**src/rtl/tetris_pkg.sv**
```systemverilog
// Shared board geometry, cell type and row server FSM states.
// Address helper keeps row*W+col arithmetic at 8 bits.
package tetris_pkg;

  localparam int BOARD_W = 10;
  localparam int BOARD_H = 20;

  typedef logic [15:0] cell_t;

  typedef enum logic [1:0] {
    IDLE,
    FETCH,
    PUBLISH,
    CLEAR
  } state_t;

  function automatic logic [7:0] cell_addr(
    input logic [7:0] row,
    input logic [7:0] col,
    input logic [7:0] w
  );
    return row * w + col;
  endfunction

endpackage

```
**src/rtl/board_ram.sv**
```systemverilog
// Single-port board cell store, one access per cycle.
// Synchronous read; contents survive reset.
module board_ram
  import tetris_pkg::*;
#(
  parameter int DEPTH = BOARD_W * BOARD_H
) (
  input  logic        Clk,
  input  logic        en,
  input  logic        we,
  input  logic [7:0]  addr,
  input  logic [15:0] wdata,
  output logic [15:0] rdata
);

  cell_t mem [DEPTH];

  always_ff @(posedge Clk)
    if (en) begin
      if (we) mem[addr] <= wdata;
      else    rdata     <= mem[addr];
    end

endmodule

```
**src/rtl/board_row_server.sv**
```systemverilog
// Board row server: fetches a board row into a shadow buffer,
// then publishes it whole; game writes win the memory port.
module board_row_server
  import tetris_pkg::cell_t, tetris_pkg::state_t,
         tetris_pkg::cell_addr,
         tetris_pkg::IDLE, tetris_pkg::FETCH,
         tetris_pkg::PUBLISH, tetris_pkg::CLEAR;
#(
  parameter int BOARD_W = tetris_pkg::BOARD_W,
  parameter int BOARD_H = tetris_pkg::BOARD_H
) (
  input  logic                  Clk,
  input  logic                  reset,
  input  logic                  LD_Row,
  input  logic [7:0]            rowNum,
  output logic [16*BOARD_W-1:0] Row,
  output logic                  rowReady,
  input  logic                  wr_en,
  input  logic [4:0]            wr_row,
  input  logic [3:0]            wr_col,
  input  logic [15:0]           wr_data,
  input  logic                  clr,
  output logic                  busy
);

  localparam int CW = $clog2(BOARD_W + 1);
  localparam int IW = $clog2(BOARD_W);
  localparam logic [CW-1:0] W_C = CW'(BOARD_W);
  localparam logic [IW-1:0] I_LAST = IW'(BOARD_W - 1);
  localparam logic [7:0] W8 = 8'(BOARD_W);
  localparam logic [7:0] H8 = 8'(BOARD_H);
  localparam logic [7:0] C_LAST = 8'(BOARD_W * BOARD_H - 1);

  state_t        state;
  logic          ld_prev;
  logic          rise;
  logic          pend_vld;
  logic [7:0]    pend_row;
  logic [7:0]    cur_row;
  logic [CW-1:0] rd_col;
  logic [IW-1:0] rd_idx;
  logic          rd_vld;
  logic [7:0]    clr_cnt;
  cell_t         shadow [BOARD_W];
  logic          wr_ok;
  logic          oob;
  logic          issue;
  logic          ram_en;
  logic          ram_we;
  logic [7:0]    ram_addr;
  cell_t         ram_wd;
  cell_t         ram_q;

  assign rise  = LD_Row & ~ld_prev;
  assign oob   = cur_row >= H8;
  assign wr_ok = wr_en && (8'(wr_row) < H8)
                       && (8'(wr_col) < W8);
  assign issue = (state == FETCH) && !wr_ok
                 && (rd_col < W_C);
  assign busy  = state != IDLE;

  always_comb begin
    ram_en   = 1'b0;
    ram_we   = 1'b0;
    ram_addr = cell_addr(cur_row, 8'(rd_col), W8);
    ram_wd   = '0;
    if (state == CLEAR) begin
      ram_en   = 1'b1;
      ram_we   = 1'b1;
      ram_addr = clr_cnt;
    end else if (wr_ok) begin
      ram_en   = 1'b1;
      ram_we   = 1'b1;
      ram_addr = cell_addr(8'(wr_row), 8'(wr_col), W8);
      ram_wd   = wr_data;
    end else if (issue && !oob) begin
      ram_en   = 1'b1;
    end
  end

  board_ram #(
    .DEPTH(BOARD_W * BOARD_H)
  ) u_ram (
    .Clk   (Clk),
    .en    (ram_en),
    .we    (ram_we),
    .addr  (ram_addr),
    .wdata (ram_wd),
    .rdata (ram_q)
  );

  // Out-of-range rows still walk the columns so latency is unchanged.
  always_ff @(posedge Clk)
    if (state == FETCH && !clr && rd_vld)
      shadow[rd_idx] <= oob ? '0 : ram_q;

  always_ff @(posedge Clk or posedge reset) begin
    if (reset) begin
      state    <= IDLE;
      ld_prev  <= 1'b0;
      pend_vld <= 1'b0;
      pend_row <= '0;
      cur_row  <= '0;
      rd_col   <= '0;
      rd_idx   <= '0;
      rd_vld   <= 1'b0;
      clr_cnt  <= '0;
      Row      <= '0;
      rowReady <= 1'b0;
    end else begin
      ld_prev  <= LD_Row;
      rowReady <= 1'b0;
      if (rise && state != IDLE) begin
        pend_vld <= 1'b1;
        pend_row <= rowNum;
      end
      unique case (state)
        IDLE: begin
          if (clr) begin
            state   <= CLEAR;
            clr_cnt <= '0;
            if (rise) begin
              pend_vld <= 1'b1;
              pend_row <= rowNum;
            end
          end else if (rise || pend_vld) begin
            state    <= FETCH;
            cur_row  <= rise ? rowNum : pend_row;
            pend_vld <= 1'b0;
            rd_col   <= '0;
            rd_vld   <= 1'b0;
          end
        end
        FETCH: begin
          if (clr) begin
            state    <= CLEAR;
            clr_cnt  <= '0;
            pend_vld <= 1'b1;
            pend_row <= rise ? rowNum : cur_row;
          end else begin
            rd_vld <= issue;
            if (issue) begin
              rd_idx <= IW'(rd_col);
              rd_col <= rd_col + 1'b1;
            end
            if (rd_vld && rd_idx == I_LAST)
              state <= PUBLISH;
          end
        end
        PUBLISH: begin
          for (int c = 0; c < BOARD_W; c++)
            Row[c*16 +: 16] <= shadow[c];
          rowReady <= 1'b1;
          state    <= IDLE;
        end
        CLEAR: begin
          clr_cnt <= clr_cnt + 1'b1;
          if (clr_cnt == C_LAST)
            state <= IDLE;
        end
      endcase
    end
  end

endmodule

```
**config.mk**
```make
export PLATFORM = sky130hd
export DESIGN_NAME = board_row_server
export DESIGN_NICKNAME = d
export VERILOG_FILES = /design/src/rtl/tetris_pkg.sv /design/src/rtl/board_ram.sv /design/src/rtl/board_row_server.sv
export SDC_FILE = /design/constraint.sdc
export NUM_CORES = 2
export LEC_CHECK = 0
export CAP_MARGIN = 15
export CORE_ASPECT_RATIO = 0.8
export CORE_MARGIN = 2
export CORE_UTILIZATION = 55
export DETAILED_ROUTE_END_ITERATION = 16
export PLACE_DENSITY_LB_ADDON = 0.2
export SKIP_CTS_REPAIR_TIMING = 1
export SLEW_MARGIN = 20
export SYNTH_ARGS = -nofsm -noshare
export SYNTH_HDL_FRONTEND = slang
export SYNTH_HIERARCHICAL = 1
export SYNTH_SLANG_ARGS = --single-unit
```
**constraint.sdc**
```tcl
create_clock -name Clk -period 12.5 [get_ports Clk]
set_input_delay 1.875 -clock Clk [delete_from_list [all_inputs] [get_ports Clk]]
set_output_delay 1.875 -clock Clk [all_outputs]
set_load 0.01 [all_outputs]
```
After elaboration in Yosys (flattened, before gate mapping). Memories as Yosys holds them, arrays and structs flattened. A register that Yosys moved wholly into a read port is not among the register bits. Index checks and enable logic that the tools add are counted.

$add $sub $neg: 4. $mul: 2. $lt $le $gt $ge: 4. Equal/unequal tests: 13. Mux-type cells: 46. Bitwise gates (word level): 4. Reductions and logical operators: 25.

Operators with widths (number): two-way mux 8 bit (9); two-way mux 16 bit (3); case mux 8 bit (2 select lines) (2); two-way mux 1 bit (19); adder 8 x 4 -> 8 bit (2); two-way mux 4 bit (4); two-way mux 2 bit (5); logical AND 1 bit (9); AND reduction 3 bit (3); adder 8 x 1 -> 8 bit, second input constant (1); equality test 8 bit, second input constant (1); >= comparator 8 x 5 -> 1 bit, second input constant (1); < comparator 4 bit, second input constant (2); multiplier 8 x 3 -> 7 bit, second input constant (1); != test 2 bit, second input constant (4); case mux 2 bit (4 select lines) (1); case mux 4 bit (2 select lines) (1); multiplier 5 x 3 -> 7 bit, second input constant (1); nonzero test 2 bit (3); < comparator 5 bit, second input constant (1); AND reduction 5 bit (1); adder 4 x 1 -> 4 bit, second input constant (1); equality test 2 bit, second input constant (2); equality test 4 bit, second input constant (1); other kinds (13) (20).

Register bits after elaboration: 38. Memory bits (writable): 3360. Bits of input ports: 38. Output and inout port bits: 162. Logic and storage cells: 110. Memories kept: 2.

Memory list: u_ram.mem (depth 200, bits a word 16, read ports 1, clocked after Yosys merged registers in 1, wr ports 1, RTL line board_ram.sv:16) `cell_t mem [DEPTH];`; shadow (depth 10, bits a word 16, read ports 10, clocked after Yosys merged registers in 10, wr ports 1, RTL line board_row_server.sv:44) `cell_t shadow [BOARD_W];`.

Logic depth before layout (Yosys ltp).
Depth in word-level cells: 12. Depth in mapped cells: 19. Depth with buffers taken out: 14.

Modules after synthesis. Netlist, hierarchy kept.

By module, submodules not included: board_ram (instances 1, cells each 5763, area an instance 123006.7 µm², sequential area each 96572.6 µm²); board_row_server (instances 1, cells each 825, area an instance 13566.8 µm², sequential area each 9759.4 µm²).

Worst setup path after synthesis. Ideal clock, no wire load.

Path kind: in2reg. Start point: in wr_row[1]. End point: mem u_ram/mem[144][0] (netlist bit) (enable). Library setup time: 0.430 ns. Arrival: 6.112 ns. Data required time: 12.070 ns. Slack: 5.958 ns. Cell stages on the path: 13. Buffers on the path: 4. Path through: ha_1 ha_1 fa_1 xnor2_1 mux2i_1 o21ai_0 buf_2 buf_2 buf_2 buf_1 nor2b_1 nand4_1 nor4_1.

Elaborated cells between the ends (all ways): 19. Classes of those cells: add/sub (1); mul (1); order compare (1); mux (10); reduce/logical (6).

RTL lines: start, declared (RTL line board_row_server.sv:19) `input logic [4:0] wr_row,`; branches (longest 3 deep; another with adder 8 x 4 -> 8 bit); two-way mux 8 bit (*) (RTL line board_row_server.sv:71) `end else if (wr_ok) begin`; two-way mux 8 bit (*) (RTL line board_row_server.sv:67) `if (state == CLEAR) begin`; net ram_addr[5] (RTL line board_row_server.sv:50) `logic [7:0] ram_addr;`; end, declared (RTL line board_ram.sv:16).

Mark *: on every way through the listed nets, which the timed path passes.

Worst setup path in the final report.
Start point: in wr_row[3]. End point: reg u_ram.rdata[4] (read register of u_ram.mem) (data pin).

Elaborated cells between the ends (all ways): 18. Classes of those cells: add/sub (1); mul (1); order compare (1); mux (7); bitwise (1); reduce/logical (7).

RTL lines: < comparator 5 bit (RTL line board_row_server.sv:56) `assign wr_ok = wr_en && (8'(wr_row) < H8)`; logical AND 1 bit (RTL line board_row_server.sv:56); logical AND 1 bit (RTL line board_row_server.sv:57) `&& (8'(wr_col) < W8);`; two-way mux 8 bit (RTL line board_row_server.sv:71); two-way mux 8 bit (RTL line board_row_server.sv:67); net ram_addr[1] (RTL line board_row_server.sv:50); end, declared (RTL line board_ram.sv:13) `output logic [15:0] rdata`.

The timed path passes the listed nets, and every way through them passes these cells. A chain may end at the register's enable or synchronous reset.

==> run_results.csv <==
group,metric,value,unit
floorplanning,dieArea,252000,um^2
synthesis,synth_edf_count,3376,
critical_path,critPathLaunchType,"input port",
critical_path,timing.rr.end,"u_ram/rdata[4]$_DFFE_PP_",
clock_tree,numClockSinks,3574,
critical_path,cp_slowest_stage_delay,1.02,ns
hold_path,hold_path_class,"reg2reg",
route,drtPass1Iterations,6,
synthesis,synthesis.yosys.warnings,6,
clock_tree,clkLatencyLatePin,0.90,ns
grt,grt_max_degree,185,
floorplanning,fp-row-count,163,
route,ant_nets,0,
timing,achievable-frequency,122,MHz
outcome,outcome,"completed",
critical_path,critPathTopFamily,"simple AND/OR/NAND/NOR gates",
synthesis,mappedNetlistNets,6651,
placement,portBuffers,199,
critical_path,criticalPathCategory,"in2reg",
timing,grt_setup_unrepaired,"no",
finish,share_of_cells_above_drive_strength_1,22.9,%
floorplanning,io_pins,200,
critical_path,setup.reg_to_reg.worst_slack,5.76,ns
route,detail_route.wirelength,356000,um
hold_path,worstHoldPathCells,1,
synthesis,netlist_top_cells_count,"3376 x edfxtp_1, 625 x mux4_2, 380 x mux2i_1",
hold_path,worstHoldEndpoint,"Row[14]$_DFFE_PP0P_",
hold_path,hp-start,"shadow[0][14]$_DFFE_PP_",
critical_path,worst-path-stages,13,
timing,slew_headroom,15.9,%
synthesis,ys_async_sr_fraction,5.54,%
critical_path,worst-endpoint-arrival,8.83,ns
grt,antenna_found_initial,22,
route,detail_route.drc_violations,0,
run,maxCapViolations,0,
timing,setup_tns,0,ns
timing,skew,0.0645,ns
synthesis,yosysSeqAreaShare,77.9,%
power_and_ir_drop,finalPower,37.4,mW
finish,postLayoutCoreUtil,62.7,%
synthesis,syn-instance-count,6588,
route,first_iter_violations,10900,
power_and_ir_drop,p_leak,48.6,nW
clock_tree,ctsRootBufferMaster,"clkbuf_16",
critical_path,required,13.14,ns
floorplanning,core_area,247000,um^2
floorplanning,die-width,561,um
critical_path,end_kind,"flip-flop",
clock_tree,tritoncts.num_buffers,344,
floorplanning,chipHeight,450,um
route,vias,69900,
grt,grt_remaining_overflow,0,
clock_tree,tritoncts,"done",
grt,grt_pass1_wl,504000,um
timing,period_minus_slack,8.19,ns
power_and_ir_drop,worst_ir_drop_vdd,0.348,mV
timing,tightest_slew,1.25,ns
timing,hold_violations,0,
critical_path,rr_worst_depth,10,
placement,detailedPlacementHpwl,213000,um
synthesis,ys_seq_elements,3574,
clock_tree,ctsHtreeMaxLevel,5,
synthesis,yosys.cell_count.top_type,"edfxtp_1",
synthesis,synth_largest_type_area_fraction,74.2,%
power_and_ir_drop,power_per_cell_area,241,nW/um^2
placement,placement.setup.worst_slack,3.84,ns
route,detail_route.wl_per_cell,33.4,um
synthesis,synth-main-ff-cell,"edfxtp_1",
placement,globalplace.congestion,0.887,
synthesis,synth_cell_type_count,72,
route,avgViaCountPerCell,6.57,
synthesis,mappedNetlistArea,137000,um^2
timing,final.setup.worst_slack,4.31,ns
critical_path,number_of_buffers_and_inverters_on_the_critical_path,3,
timing,timing.final.crit_share,65.5,%
critical_path,cp_cell_sequence,"clkdlybuf4s50_1, o21ai_0, and3_1, nand2_1, a31oi_4, buf_12, buf_4, nand2_1, a211oi_1, nor4_1, nor4_1, a21oi_1, or4_1",
synthesis,netlist.top_cell.by_area,"edfxtp_1",
timing,drv_slew,0,
clock_tree,clk_transition_reported_paths,0.06,ns
timing,finalHoldWorstSlack,0.458,ns
clock_tree,cts_max_path_buffers,4,
floorplanning,start_util,55.3,%
synthesis,syn_avg_cell_area,20.7,um^2
synthesis,synthTopCellsByArea,"edfxtp_1 74%, mux4_2 10%, dfrtp_1 3.6%, mux2i_1 2.8%, mux2_2 1.5%",
grt,grt_util_all_layers,28.0,%
finish,finish.net_count,7128,
critical_path,critical_path.max_fanout,82,
timing,report.final.setup_viol,0,
critical_path,critPathSlowestCell,"nor4_1",
finish,syn2layout_area_growth,13.4,%
grt,first_global_vias,66900,
critical_path,worst_r2r_startpoint,"state[1]$_DFFE_PP0P_",
==> metrics by stage <==
step                      instances  cell area (um^2)
after floorplan                6588            137000
after global placement        10000            144000
after detailed placement      10000            144000
after CTS                     10600            155000
after global routing          10600            155000
final                         10600            155000
==> worst max-delay path by stage <==
stage | to | startpoint | slack (ns)
2_1_floorplan | Row[0]$_DFFE_PP0P_ | reset | 5.23
3_5_place_dp | u_ram/rdata[4]$_DFFE_PP_ | wr_row[3] | 3.84
3_3_place_gp | u_ram/rdata[4]$_DFFE_PP_ | wr_row[3] | 3.91
4_1_cts | u_ram/rdata[5]$_DFFE_PP_ | wr_row[3] | 4.77
6_report | u_ram/rdata[4]$_DFFE_PP_ | wr_row[3] | 4.31
5_1_grt | u_ram/rdata[4]$_DFFE_PP_ | wr_row[3] | 4.28
==> kinds of logic (layout without fill, tap and decap cells) <==
kind of cell    Yosys count  in the layout  synth area share [%]
other cells               0             13                     0
simple gates            721            721                  2.51
fa+ha+maj                25             25                 0.251
xor+xnor                 14             14                0.0999
compound gates          678            678                  3.36
mux                    1184           1184                  14.6
flops                  3574           3574                  77.9
buf+inv                 392           1131                  1.36
==> cell type report <==
class	count	area [um^2]
inverter	18	76.3
timing repair buffer	505	4570
antenna	13	32.5
clock inverter	187	1690
sequential	3574	106000
fill	16700	91900
tap	3300	4130
clock buffer	421	9100
multi-input combinational	2622	28900
==> sequential cells by signal, indices dropped and copies added (netlist names) <==
name / cells
shadow: 160
Row: 160
rd_col: 4
cur_row: 8
rd_idx: 4
pend_row: 8
pend_vld: 1
rd_vld: 1
state: 2
u_ram/mem: 3200
ld_prev: 1
u_ram/rdata: 16
clr_cnt: 8
rowReady: 1
==> routing by layer <==
metal	global-route usage, %	wire, um	vias up
li1	-	-	28200
met1	43.0	143000	36900
met5	0	45	-
met3	7.85	46700	488
met4	6.69	8500	6
met2	40.2	157000	4349
==> cell usage in the layout, fill, tap and decap left out, types with 17 or more instances in the layout <==
cell,count
nor2_1,246
nand4_1,38
a21oi_1,135
nand2_1,177
a22oi_1,163
bufinv_16,27
mux4_2,625
a211oi_1,46
clkbuf_16,352
and2_1,23
clkinv_1,78
o22ai_1,98
mux2i_1,379
nor4_1,30
dfrtp_1,198
edfxtp_1,3376
a22o_1,34
clkinv_2,55
ha_1,21
buf_12,18
clkdlybuf4s50_1,199
a221oi_1,17
nor2_2,19
o21ai_0,76
nand3_1,26
buf_4,281
nor2b_1,39
mux2_2,179
clkbuf_1,66
==> where the power goes <==
part | internal (mW) | total, mW | switching [mW]
Combinational | 5.13 | 13.1 | 7.94
Sequential | 13.9 | 14.2 | 0.342
Clock | 5.73 | 10.1 | 4.35
Total | 24.7 | 37.4 | 12.6
Power figures use the tool's default switching activity.
